===== config.mk =====
export PLATFORM = sky130hd
export DESIGN_NAME = phase_gen
export DESIGN_NICKNAME = d
export VERILOG_FILES = /design/src/rtl/dsp_pkg.sv /design/src/rtl/deg_wrap.sv /design/src/rtl/phase_gen.sv
export SDC_FILE = /design/constraint.sdc
export NUM_CORES = 1
export LEC_CHECK = 0
export CAP_MARGIN = 25
export CORE_MARGIN = 2
export CORE_UTILIZATION = 47
export DETAILED_ROUTE_END_ITERATION = 16
export PLACE_DENSITY_LB_ADDON = 0.25
export SETUP_SLACK_MARGIN = 0.5
export SYNTH_ARGS = -nofsm -noshare
export SYNTH_HDL_FRONTEND = slang
export SYNTH_SLANG_ARGS = --single-unit

===== constraint.sdc =====
create_clock -name clk -period 3.94 [get_ports clk]
set_clock_uncertainty 0.05 [all_clocks]
set_input_delay 0.591 -clock clk [delete_from_list [all_inputs] [get_ports clk]]
set_output_delay 0.591 -clock clk [all_outputs]
set_load 0.1 [all_outputs]

===== src/rtl/dsp_pkg.sv =====
// -----------------------------------------------------------------------------
// dsp_pkg -- shared constants for the phase generator slice.
//   DEG_180 / DEG_360      : half and full turn in degrees
//   DEG_MIN / DEG_MAX      : legal phase range, -180..179
//   ST_IDLE/ST_RUN/ST_DONE : phase_gen FSM state encoding
// -----------------------------------------------------------------------------
package dsp_pkg;

    localparam int DEG_180 = 32'sd180;
    localparam int DEG_360 = 32'sd360;
    localparam int DEG_MIN = -32'sd180;
    localparam int DEG_MAX = 32'sd179;

    localparam logic [1:0] ST_IDLE = 2'd0;
    localparam logic [1:0] ST_RUN  = 2'd1;
    localparam logic [1:0] ST_DONE = 2'd2;

endpackage


===== src/rtl/deg_wrap.sv =====
// -----------------------------------------------------------------------------
// deg_wrap -- combinational angle adder with a single +/-360 correction.
// Ports:
//   a, b : W+1-bit signed operands (degrees)
//   y    : W+1-bit signed wrapped sum
// The sum is formed one bit wider so that an out-of-range intermediate is
// seen before truncation; only one correction step is applied.
// -----------------------------------------------------------------------------
module deg_wrap
    import dsp_pkg::*;
#(
    parameter int W = 8
) (
    input  logic signed [W:0] a,
    input  logic signed [W:0] b,
    output logic signed [W:0] y
);

    localparam logic signed [W+1:0] MAX_S = (W+2)'(DEG_MAX);
    localparam logic signed [W+1:0] MIN_S = (W+2)'(DEG_MIN);
    localparam logic signed [W+1:0] TURN_S = (W+2)'(DEG_360);

    logic signed [W+1:0] sum_s;
    logic signed [W+1:0] fix_s;

    // Widened sum followed by a single range correction.
    always_comb begin
        sum_s = $signed({a[W], a}) + $signed({b[W], b});
        if (sum_s > MAX_S) begin
            fix_s = sum_s - TURN_S;
        end else if (sum_s < MIN_S) begin
            fix_s = sum_s + TURN_S;
        end else begin
            fix_s = sum_s;
        end
        y = fix_s[W:0];
    end

endmodule


===== src/rtl/phase_gen.sv =====
// -----------------------------------------------------------------------------
// phase_gen -- burst generator of (amplitude, phase) samples for a CORDIC
// modulator. A burst starts with phi0 and advances by step on every accepted
// sample (valid & ready); a nonzero len ends the burst with a one-cycle done.
// Ports:
//   clk, reset        : clock, synchronous active-high reset
//   start, stop       : burst request (IDLE only) / abort
//   r_set, phi0_in,
//   step_in, len_in   : burst parameters, latched on an accepted start
//   chirp_in          : step increment per sample (PHASE_GEN_SWEEP_EN only)
//   ready             : downstream accepts the current sample
//   r_out, phi_out    : registered amplitude and phase (-180..179)
//   valid, busy, done : sample present / FSM active / normal end pulse
// Build option: define PHASE_GEN_SWEEP_EN to add the chirp_in port and a
// linearly sweeping step.
// -----------------------------------------------------------------------------
module phase_gen
    import dsp_pkg::*;
#(
    parameter int W = 8
) (
    input  logic              clk,
    input  logic              reset,
    input  logic              start,
    input  logic              stop,
    input  logic signed [W:0] r_set,
    input  logic signed [W:0] phi0_in,
    input  logic signed [W:0] step_in,
`ifdef PHASE_GEN_SWEEP_EN
    input  logic signed [W:0] chirp_in,
`endif
    input  logic [15:0]       len_in,
    input  logic              ready,
    output logic signed [W:0] r_out,
    output logic signed [W:0] phi_out,
    output logic              valid,
    output logic              busy,
    output logic              done
);

    localparam logic signed [W:0] MAX_W = (W+1)'(DEG_MAX);
    localparam logic signed [W:0] MIN_W = (W+1)'(DEG_MIN);

    // Saturate an angle into the legal phase range.
    function automatic logic signed [W:0] clamp_deg(input logic signed [W:0] x);
        logic signed [W:0] y;
        if (x > MAX_W) begin
            y = MAX_W;
        end else if (x < MIN_W) begin
            y = MIN_W;
        end else begin
            y = x;
        end
        return y;
    endfunction

    logic [1:0]        state_r;
    logic [15:0]       cnt_r;
    logic [15:0]       len_r;
    logic signed [W:0] step_r;
    logic signed [W:0] phi_nx_s;
    logic              accept_s;
    logic              last_s;

    assign accept_s = valid & ready;
    // len_r == 0 means continuous; the counter then wraps freely.
    assign last_s   = (len_r != 16'd0) && (cnt_r == (len_r - 16'd1));

    deg_wrap #(.W(W)) u_phase_wrap (
        .a (phi_out),
        .b (step_r),
        .y (phi_nx_s)
    );

`ifdef PHASE_GEN_SWEEP_EN
    logic signed [W:0] chirp_r;
    logic signed [W:0] step_nx_s;

    deg_wrap #(.W(W)) u_step_wrap (
        .a (step_r),
        .b (chirp_r),
        .y (step_nx_s)
    );
`endif

    // Burst FSM and all registered outputs.
    always_ff @(posedge clk) begin
        if (reset) begin
            state_r <= ST_IDLE;
            cnt_r   <= 16'd0;
            len_r   <= 16'd0;
            step_r  <= '0;
            r_out   <= '0;
            phi_out <= '0;
            valid   <= 1'b0;
            busy    <= 1'b0;
            done    <= 1'b0;
`ifdef PHASE_GEN_SWEEP_EN
            chirp_r <= '0;
`endif
        end else begin
            case (state_r)
                ST_IDLE: begin
                    done <= 1'b0;
                    if (start && !stop) begin
                        r_out   <= r_set;
                        phi_out <= clamp_deg(phi0_in);
                        step_r  <= clamp_deg(step_in);
                        len_r   <= len_in;
                        cnt_r   <= 16'd0;
`ifdef PHASE_GEN_SWEEP_EN
                        chirp_r <= chirp_in;
`endif
                        valid   <= 1'b1;
                        busy    <= 1'b1;
                        state_r <= ST_RUN;
                    end else begin
                        valid   <= 1'b0;
                        busy    <= 1'b0;
                        state_r <= ST_IDLE;
                    end
                end
                ST_RUN: begin
                    // Abort wins over a same-cycle completion.
                    if (stop) begin
                        valid   <= 1'b0;
                        busy    <= 1'b0;
                        done    <= 1'b0;
                        state_r <= ST_IDLE;
                    end else if (accept_s) begin
                        phi_out <= phi_nx_s;
                        cnt_r   <= cnt_r + 16'd1;
`ifdef PHASE_GEN_SWEEP_EN
                        step_r  <= step_nx_s;
`endif
                        if (last_s) begin
                            valid   <= 1'b0;
                            done    <= 1'b1;
                            state_r <= ST_DONE;
                        end else begin
                            state_r <= ST_RUN;
                        end
                    end else begin
                        state_r <= ST_RUN;
                    end
                end
                ST_DONE: begin
                    valid   <= 1'b0;
                    busy    <= 1'b0;
                    done    <= 1'b0;
                    state_r <= ST_IDLE;
                end
                default: begin
                    valid   <= 1'b0;
                    busy    <= 1'b0;
                    done    <= 1'b0;
                    state_r <= ST_IDLE;
                end
            endcase
        end
    end

endmodule


==> results_dict.tcl <==
set metrics [dict create \
    synth.top_cell.area_share 0.334 \
    dieArea_um2 8900 \
    grt_max_degree 52 \
    ys.flop_type "dfxtp_1" \
    clk_pin_slew_ps 80 \
    slowest_delay_ps 600 \
    rsz0062_at_grt "false" \
    netlist-cell-type-count 63 \
    multiInputGateArea_um2 2420 \
    firstDrtPassIters 5 \
    slew_viol_final 0 \
    final_nets 624 \
    start_kind "flop" \
    p_per_area_nw_per_um2 364 \
    synth_nets 562 \
    num_antenna_cells 0 \
    status "finished clean" \
    final_cell_mix "nand2_1 (82), clkdlybuf4s50_1 (67), dfxtp_1 (62), nor2_1 (49), a21oi_1 (49)" \
    avgSynthCellArea_um2 7.71 \
    setup_viol 0 \
    drive_gt1_frac 0.0656 \
    hpwl_mm 7.33 \
    cts_root_buffer "clkbuf_8" \
    max_freq_mhz 315 \
    fin_util 0.612 \
    crit_type "flop to flop" \
    drt-initial-drc-count 206 \
    ys_async_sr_fraction 0 \
    worstSetupEndpointType "flop" \
    worst_skew_pair.late_latency_ps 350 \
    grt_pass1_vias 3412 \
    regArea_um2 1280 \
    cp.arrival_ps 3400 \
    hold_violations 0 \
    min_period_ps 3170 \
    wl_per_cell_um 14.8 \
    yosysWarnings 0 \
    cts_max_level 3 \
    hold_path.class "flop to flop" \
    fillCellCount 702 \
    cts_sinks 64 \
    routabilityCongestion 0.918 \
    synth_area_um2 3830 \
    synthTopCellsByArea "dfxtp_1 (33%), nand2_1 (8.0%), a21oi_1 (6.4%)" \
    crit_path_max_fanout 8 \
    cts_max_path_buffers 2 \
    cts_tree "done" \
    syn_to_final_growth_pct 24.7 \
    core_um2 7810 \
    antenna_found_initial 0 \
    drtAntennaViolNets 0 \
    initial_core_util 0.491 \
    numPortBuffers 68 \
    cp_slowest_cell "a2111oi_1" \
    routed_wl_mm 9.87 \
    crit_chain "ha_1, inv_1, fa_1, nand2b_1, a2111oi_1, a311oi_4, o31a_2, o21bai_4, a32oi_1, or4b_1, o211ai_2" \
    finalCritPeriodShare 0.805 \
    overflow 0 \
    final_common_cell "nand2_1" \
    cap_violations 0 \
    route.detailed.drc 0 \
    synth_area_leader_cell "dfxtp_1" \
    irDropWorstVdd_v 0.000213 \
    required_ps 4170 \
    die_h_um 94.3 \
    relSlewSlack 0.320 \
    ios 69 \
    p_leak_nw 1.77 \
    synth_edf_count 0 \
    vias 3707 \
    dp.cells 650 \
    grt_util_all_layers 0.227 \
    die_w_um 94.3 \
    finalSetupTns_ps 0 \
    cts_buffers 9 \
    rows 32 \
    ys_seq_area_frac 0.334 \
    synth-seq-cells 64 \
    instances_no_fill 666 \
    syn_inst 497 \
    via_per_inst 5.57 \
    hold_buffers 0 \
    grt_pass1_wl_mm 15.9 \
    worst-slew-pin-transition_ps 1020 \
]
## worst paths after layout
path	slack, ps	start	cells past startpoint	end
max	770	phi_out[0]	11	phi_out[6]
min	410	r_out[5]	2	r_out[5]
min reg2reg	410	r_out[5]	2	r_out[5]
max reg2reg	770	phi_out[0]	11	phi_out[6]
## synth_stat cells (all sizes together) (4+ instances only)
cell type and count:
a211oi 9, a21oi 50, a311oi 4, a31oi 4
and2 4, and3 4, clkbuf 18, dfxtp 64
ha 16, inv 18, nand2 82, nand2b 8
nand3 16, nand4 5, nor2 49, nor2b 4
nor3 17, o211ai 14, o21ai 18, or3 6
xnor2 20, xor2 20
## worst max-delay path, delay by kind of cell (launching register included)
family | cells | cell delay [ps]
AND/OR/NAND/NOR | 2 | 700
AO/OA/AOI/OAI | 6 | 1330
adder cells (fa/ha/maj) | 2 | 620
buffers and inverters | 1 | 70
flip-flops | 1 | 340
## cell families after synthesis
group	count (synthesis)	share of synthesized area
compound gates	130	0.227
fa+ha+maj	17	0.0574
buf+inv	38	0.0379
xor+xnor	40	0.0933
mux	1	0.00261
simple gates	207	0.247
flops	64	0.334
## timing repair
action / 4_1_cts / 5_1_grt
gates resized for setup: 0 / 2
setup buffers: 0 / 0
endpoints found under the setup margin: 0 / 2
## area by class of cell
cell class                 count  area share
inverter                      18      0.0141
clock buffer                  11      0.0317
multi-input combinational    395       0.506
sequential                    64       0.269
clock inverter                 5     0.00654
timing repair buffer          71       0.146
tap                          102      0.0267
## state kept, by name (all words and copies together) (netlist names)
name     flops
cnt_r       16
len_r       16
phi_out      9
r_out        9
step_r       9
state_r      2
busy         1
done         1
valid        1
## metal layers
| metal | wire, µm | global-route usage | vias up |
|---|---|---|---|
| li1 | - | - | 1881 |
| met1 | 4680 | 0.303 | 1707 |
| met2 | 4440 | 0.353 | 99 |
| met3 | 541 | 0.0570 | 20 |
| met4 | 210 | 0.0845 | 0 |
| met5 | 0 | 0 | - |
## metrics by stage
step / area [µm²] / setup WS (ps) / hold WS (ps) / power [W]
CTS: 4770 / 721 / 409 / 0.00174
global placement: 4580 / 780 / 391 / 0.00121
detailed placement: 4580 / 730 / 399 / 0.00122
floorplan: 3840 / 580 / 386 / 0.00108
finish: 4780 / 770 / 406 / 0.00174
global route: 4780 / 523 / 425 / 0.00182
## power by group
| group | switching (W) | leakage (nW) | total [W] | internal (W) |
|---|---|---|---|---|
| Sequential | 0.0000281 | 0.522 | 0.000702 | 0.000674 |
| Clock | 0.000266 | 0.0951 | 0.000527 | 0.000260 |
| Combinational | 0.000314 | 1.15 | 0.000511 | 0.000198 |
| Total | 0.000608 | 1.77 | 0.00174 | 0.00113 |
(Power assumes the default switching activity.)
